<file path="src/rtl/pipe_stage_reg.sv">
// pipe_stage_reg: valid/ready inter-stage pipeline register with stall, flush and a saturating bubble counter.
// Optional feature: define PIPE_SKID_EN for a 2-entry skid buffer with a registered in_ready.
module pipe_stage_reg #(
   parameter int unsigned       DATA_W     = 32,
   parameter int unsigned       CTRL_W     = 16,
   parameter logic [CTRL_W-1:0] FLUSH_CTRL = '0,
   parameter int unsigned       CNT_W      = 16
) (
   input  logic              clk,
   input  logic              reset,
   input  logic              in_valid,
   output logic              in_ready,
   input  logic [DATA_W-1:0] in_data,
   input  logic [CTRL_W-1:0] in_ctrl,
   input  logic              stall,
   input  logic              flush,
   output logic              out_valid,
   input  logic              out_ready,
   output logic [DATA_W-1:0] out_data,
   output logic [CTRL_W-1:0] out_ctrl,
   input  logic              cnt_clr,
   output logic [CNT_W-1:0]  bubble_cnt
);
   localparam logic [CNT_W-1:0] CNT_MAX = '1;

   logic              in_xfer;
   logic              out_xfer;
   logic [DATA_W-1:0] out_data_q, out_data_d;
   logic [CTRL_W-1:0] out_ctrl_q, out_ctrl_d;
   logic [CNT_W-1:0]  bubble_cnt_q, bubble_cnt_d;

   assign out_xfer   = out_valid & out_ready & ~stall;
   assign out_data   = out_data_q;
   assign out_ctrl   = out_ctrl_q;
   assign bubble_cnt = bubble_cnt_q;

`ifdef PIPE_SKID_EN
   typedef enum logic [1:0] {
      ST_EMPTY = 2'd0,
      ST_FULL  = 2'd1,
      ST_SKID  = 2'd2
   } state_e;

   state_e            state_q, state_d;
   logic              in_ready_q, in_ready_d;
   logic [DATA_W-1:0] skid_data_q, skid_data_d;
   logic [CTRL_W-1:0] skid_ctrl_q, skid_ctrl_d;

   assign in_ready  = in_ready_q;
   assign out_valid = (state_q != ST_EMPTY);
   assign in_xfer   = in_valid & in_ready_q;

   always_comb begin
      // NOTE: every output gets a hold default first so no path through the case infers a latch.
      state_d     = state_q;
      out_data_d  = out_data_q;
      out_ctrl_d  = out_ctrl_q;
      skid_data_d = skid_data_q;
      skid_ctrl_d = skid_ctrl_q;
      if (flush) begin
         state_d     = ST_EMPTY;
         out_data_d  = '0;
         out_ctrl_d  = FLUSH_CTRL;
         skid_data_d = '0;
         skid_ctrl_d = FLUSH_CTRL;
      end else begin
         case (state_q)
            ST_EMPTY: begin
               if (in_xfer) begin
                  state_d    = ST_FULL;
                  out_data_d = in_data;
                  out_ctrl_d = in_ctrl;
               end
            end
            ST_FULL: begin
               if (in_xfer && out_xfer) begin
                  out_data_d = in_data;
                  out_ctrl_d = in_ctrl;
               end else if (in_xfer) begin
                  state_d     = ST_SKID;
                  skid_data_d = in_data;
                  skid_ctrl_d = in_ctrl;
               end else if (out_xfer) begin
                  state_d    = ST_EMPTY;
                  out_ctrl_d = FLUSH_CTRL;
               end
            end
            ST_SKID: begin
               // Older beat leaves first; the skid entry is promoted, never bypassed.
               if (out_xfer) begin
                  state_d    = ST_FULL;
                  out_data_d = skid_data_q;
                  out_ctrl_d = skid_ctrl_q;
               end
            end
            default: begin
               state_d    = ST_EMPTY;
               out_ctrl_d = FLUSH_CTRL;
            end
         endcase
      end
      in_ready_d = (state_d != ST_SKID);
   end

   always_ff @(posedge clk or negedge reset) begin
      // NOTE: sequential state uses non-blocking assignments so all flops update from pre-edge values.
      if (!reset) begin
         state_q     <= ST_EMPTY;
         in_ready_q  <= 1'b1;
         out_data_q  <= '0;
         out_ctrl_q  <= FLUSH_CTRL;
         skid_data_q <= '0;
         skid_ctrl_q <= FLUSH_CTRL;
      end else begin
         state_q     <= state_d;
         in_ready_q  <= in_ready_d;
         out_data_q  <= out_data_d;
         out_ctrl_q  <= out_ctrl_d;
         skid_data_q <= skid_data_d;
         skid_ctrl_q <= skid_ctrl_d;
      end
   end
`else
   logic out_valid_q, out_valid_d;

   assign in_ready  = ~stall & (~out_valid_q | out_ready);
   assign out_valid = out_valid_q;
   assign in_xfer   = in_valid & in_ready;

   always_comb begin
      // NOTE: every output gets a hold default first so no path through the if-chain infers a latch.
      out_valid_d = out_valid_q;
      out_data_d  = out_data_q;
      out_ctrl_d  = out_ctrl_q;
      // Stall needs no branch: in_xfer and out_xfer are both gated by ~stall, so it falls through to hold.
      if (flush) begin
         out_valid_d = 1'b0;
         out_data_d  = '0;
         out_ctrl_d  = FLUSH_CTRL;
      end else if (in_xfer) begin
         out_valid_d = 1'b1;
         out_data_d  = in_data;
         out_ctrl_d  = in_ctrl;
      end else if (out_xfer) begin
         out_valid_d = 1'b0;
         out_ctrl_d  = FLUSH_CTRL;
      end
   end

   always_ff @(posedge clk or negedge reset) begin
      // NOTE: sequential state uses non-blocking assignments so all flops update from pre-edge values.
      if (!reset) begin
         out_valid_q <= 1'b0;
         out_data_q  <= '0;
         out_ctrl_q  <= FLUSH_CTRL;
      end else begin
         out_valid_q <= out_valid_d;
         out_data_q  <= out_data_d;
         out_ctrl_q  <= out_ctrl_d;
      end
   end
`endif

   always_comb begin
      bubble_cnt_d = bubble_cnt_q;
      if (cnt_clr) begin
         bubble_cnt_d = '0;
      end else if (!out_valid && (bubble_cnt_q != CNT_MAX)) begin
         bubble_cnt_d = bubble_cnt_q + 1'b1;
      end
   end

   always_ff @(posedge clk or negedge reset) begin
      if (!reset) begin
         bubble_cnt_q <= '0;
      end else begin
         bubble_cnt_q <= bubble_cnt_d;
      end
   end
endmodule

</file>
<file path="config.mk">
export PLATFORM = sky130hd
export DESIGN_NAME = pipe_stage_reg
export DESIGN_NICKNAME = d
export VERILOG_FILES = /design/src/rtl/pipe_stage_reg.sv
export SDC_FILE = /design/constraint.sdc
export NUM_CORES = 1
export LEC_CHECK = 0
export CORE_MARGIN = 2
export CORE_UTILIZATION = 45
export DETAILED_ROUTE_END_ITERATION = 8
export PLACE_DENSITY = 0.86
export SLEW_MARGIN = 20
export SYNTH_ARGS = -nofsm -noshare
export SYNTH_HDL_FRONTEND = slang
export SYNTH_SLANG_ARGS = --single-unit
</file>
<file path="constraint.sdc">
create_clock -name clk -period 2.9 [get_ports clk]
set_input_delay 0.87 -clock clk [delete_from_list [all_inputs] [get_ports clk]]
set_output_delay 0.87 -clock clk [all_outputs]
set_load 0.02 [all_outputs]
</file>
==> impl_metrics.toml, run 1 <==
[worst_setup_path]
cp_max_fo = 2
critPathRequiredTime_ns = 2.03
path_buf_inv = 2
crit_family = "buffers and inverters"
endpoint_kind = "primary output"
critical_path.max_stage_delay_ns = 0.48
slowest_stage = "clkdlybuf4s50_1"
worstPathCellList = "clkdlybuf4s50_1, nand2b_1, and2_1, dlygate4sd2_1"
path_class = "input pin to primary output"
cp-start-kind = "input pin"
arrival_ns = 1.97

[route]
drcViolationCount = 0
wl_per_cell_um = 16.3
num_vias = 2292
drtIter0Drc = 125
wirelength_mm = 6.84
dr.pass1.iters = 4
ant_nets = 0
routed_via_density = 5.47

[logic_synthesis]
synth_adder_area_share_pct = 0.467
muxShareOfSynthArea_pct = 2.05
synthSimpleGateAreaFrac_pct = 13.0
yosysSeqAreaShare_pct = 60.7
yosys.cell_types.count = 36
synth-xor-area-share_pct = 0.327
synth_top_family_by_area = "compound AO/OA/AOI/OAI gates"
ys_ff_latch = 65
syn-cell-area_sq_mm = 0.00268
synthDominantCellAreaShare_pct = 60.7
synth_cells = 218
synth-warning-count = 0
avgSynthCellArea_sq_um = 12.3
yosys.area.top_type = "dfrtp_1"
synthTopCellsByArea = "dfrtp_1, a22o_1, or3_1, a21oi_1, clkbuf_1"
syn-num-nets = 274
synth_compound_area_share_pct = 20.8

[cts]
cts_tree = "built"
clockBufferDepth = 2
path_clk_slew_ns = 0.07
root_buffer = "clkbuf_8"
h-tree-depth = 3
clock_sinks = 65
ctsResizeCount = 1
postCtsSetupRepairBufs = 0
holdBufCountCts = 0
numCtsBuffers = 9
worstSkewPairLatency_ns = 0.33

[power_and_ir_drop]
combinationalPowerShare_pct = 16.2
powerDensity_mw_per_mm2 = 464
p_leak_nw = 1.78
peakVddDrop_mv = 0.287
netSwitchingFraction_pct = 25.2
p_seq_share_pct = 50.3
switchingPower_uw = 486
pwr-share-clk_pct = 33.5
p_int_mw = 1.44

[cells_and_area]
syn_to_final_growth_pct = 54.9
nets = 396
drive_above_1_share_pct = 9.59
n_antenna_cell = 0
utilization_pct = 71.0
final_cell_count_no_fill = 419
layout_commonest_cell = "clkdlybuf4s50_1"
stdcell_area_sq_mm = 0.00415
layout_common_cells = "clkdlybuf4s50_1, dfrtp_1, a22o_1"

[placement]
hpwlAfterDp_mm = 4.78
place_area_sq_mm = 0.00399
placed_cells = 404
io_buffers = 120
gp_congestion = 0.811

[global_route]
grt_pass1_vias = 2254
antenna_found_initial = 0
grt_pass1_wl_mm = 10.8
grt_max_degree = 50
track_usage_pct = 21.9
gr-total-overflow = 0

[status]
outcome = "finished clean"

[die]
die_w_um = 81.2
dieArea_sq_mm = 0.00659
start_util_pct = 45.8
fp.dieH_um = 81.2
ios = 121
core_area_sq_mm = 0.00585
rows = 28

[timing]
setup_violations = 0
post-route-period-util_pct = 98.0
clock.fmax_mhz = 352
period_needed_ns = 2.84
slew_headroom_pct = 39.8
drv_slew = 0
hold_viol = 0
rsz0062_at_grt = "no"
skew_ns = 0.00446
tightestPinTransition_ns = 0.902

[flow_run]
maxCapViolCount = 0

[worst_hold_path]
holdCritPathClass = "flop to flop"
-- routing by layer --
metal | wire length [um] | share of wire [%] | vias up | GRT usage (%)
li1 | - | - | 1073 | -
met1 | 2850 | 42 | 1128 | 27.0
met2 | 3490 | 51 | 87 | 35.6
met3 | 457 | 6.7 | 4 | 8.44
met4 | 43 | 0.63 | 0 | 6.95
met5 | 0 | 0 | - | 0
-- final cells by class --
type	instances	area, sq um
flip-flops and latches	65	1630
multi-input cells	135	998
clock inverters	3	17.5
clock buffers	12	145
repair buffers	128	1270
inverters	1	3.75
fillers	428	1700
well taps	75	93.8
-- registers in the layout, indices dropped and copies added, names as in the netlist --
signal,flops
bubble_cnt,16
out_ctrl,16
out_data,32
out_valid,1
-- power groups by stage --
stage          clock network [mW]  logic (mW)  registers (mW)
2_1_floorplan                   0      0.0721            1.03
3_3_place_gp                    0       0.310           0.985
3_5_place_dp                    0       0.317           0.985
4_1_cts                     0.658       0.317           0.970
5_1_grt                     0.708       0.334           0.974
6_report                    0.645       0.312           0.970
-- cell usage after synthesis (all sizes together) --
cell type / n
or3b: 2
and3b: 1
o21a: 1
buf: 5
nand4b: 2
nor4: 3
inv: 1
mux2: 4
and3: 3
or4: 2
nand4: 7
nor3: 2
a2111oi: 1
a31oi: 1
nand3: 4
or3: 8
a22o: 48
nor2: 8
xnor2: 1
o31ai: 2
mux2i: 1
nand2: 5
and4b: 1
and2: 1
clkbuf: 12
a21oi: 9
nor2b: 4
nand2b: 3
nand3b: 1
ha: 1
a21o: 1
o21ai: 8
dfrtp: 65
-- final timing paths --
kind                                from             end  slack, ns  cells after the start
max in group asynchronous          reset    out_ctrl[14]       1.69                      2
max reg2reg                bubble_cnt[0]  bubble_cnt[13]       0.60                      6
min                          out_ctrl[3]     out_ctrl[3]       0.50                      1
min in group asynchronous          reset   bubble_cnt[4]       0.58                      1
max                            out_ready        in_ready       0.06                      4
min reg2reg                  out_ctrl[3]     out_ctrl[3]       0.50                      1
-- kinds of logic after synthesis --
logic type,Yosys count
fa+ha+maj,1
xor+xnor,1
flops,65
buf+inv,18
simple gates,57
mux,5
compound gates,71
-- metrics by stage --
stage / power, mW / setup WS, ns / hold WS (ns) / TNS [ns]
after global placement: 1.30 / -0.146 / 0.484 / -0.146
after floorplan: 1.10 / 0.685 / 0.574 / 0
final: 1.93 / 0.0567 / 0.498 / 0
after global routing: 2.02 / 0.00177 / 0.517 / 0
after CTS: 1.94 / 0.0541 / 0.505 / 0
after detailed placement: 1.30 / -0.222 / 0.485 / -0.222
Power figures use the tool's default switching activity.
==> run 2, diff against run 1 <==
Settings changed: CTS_CLUSTER_SIZE set to 30.
==> results of run 2 <==
Same layout as run 1: the final DEF is identical, and so are final timing and power.
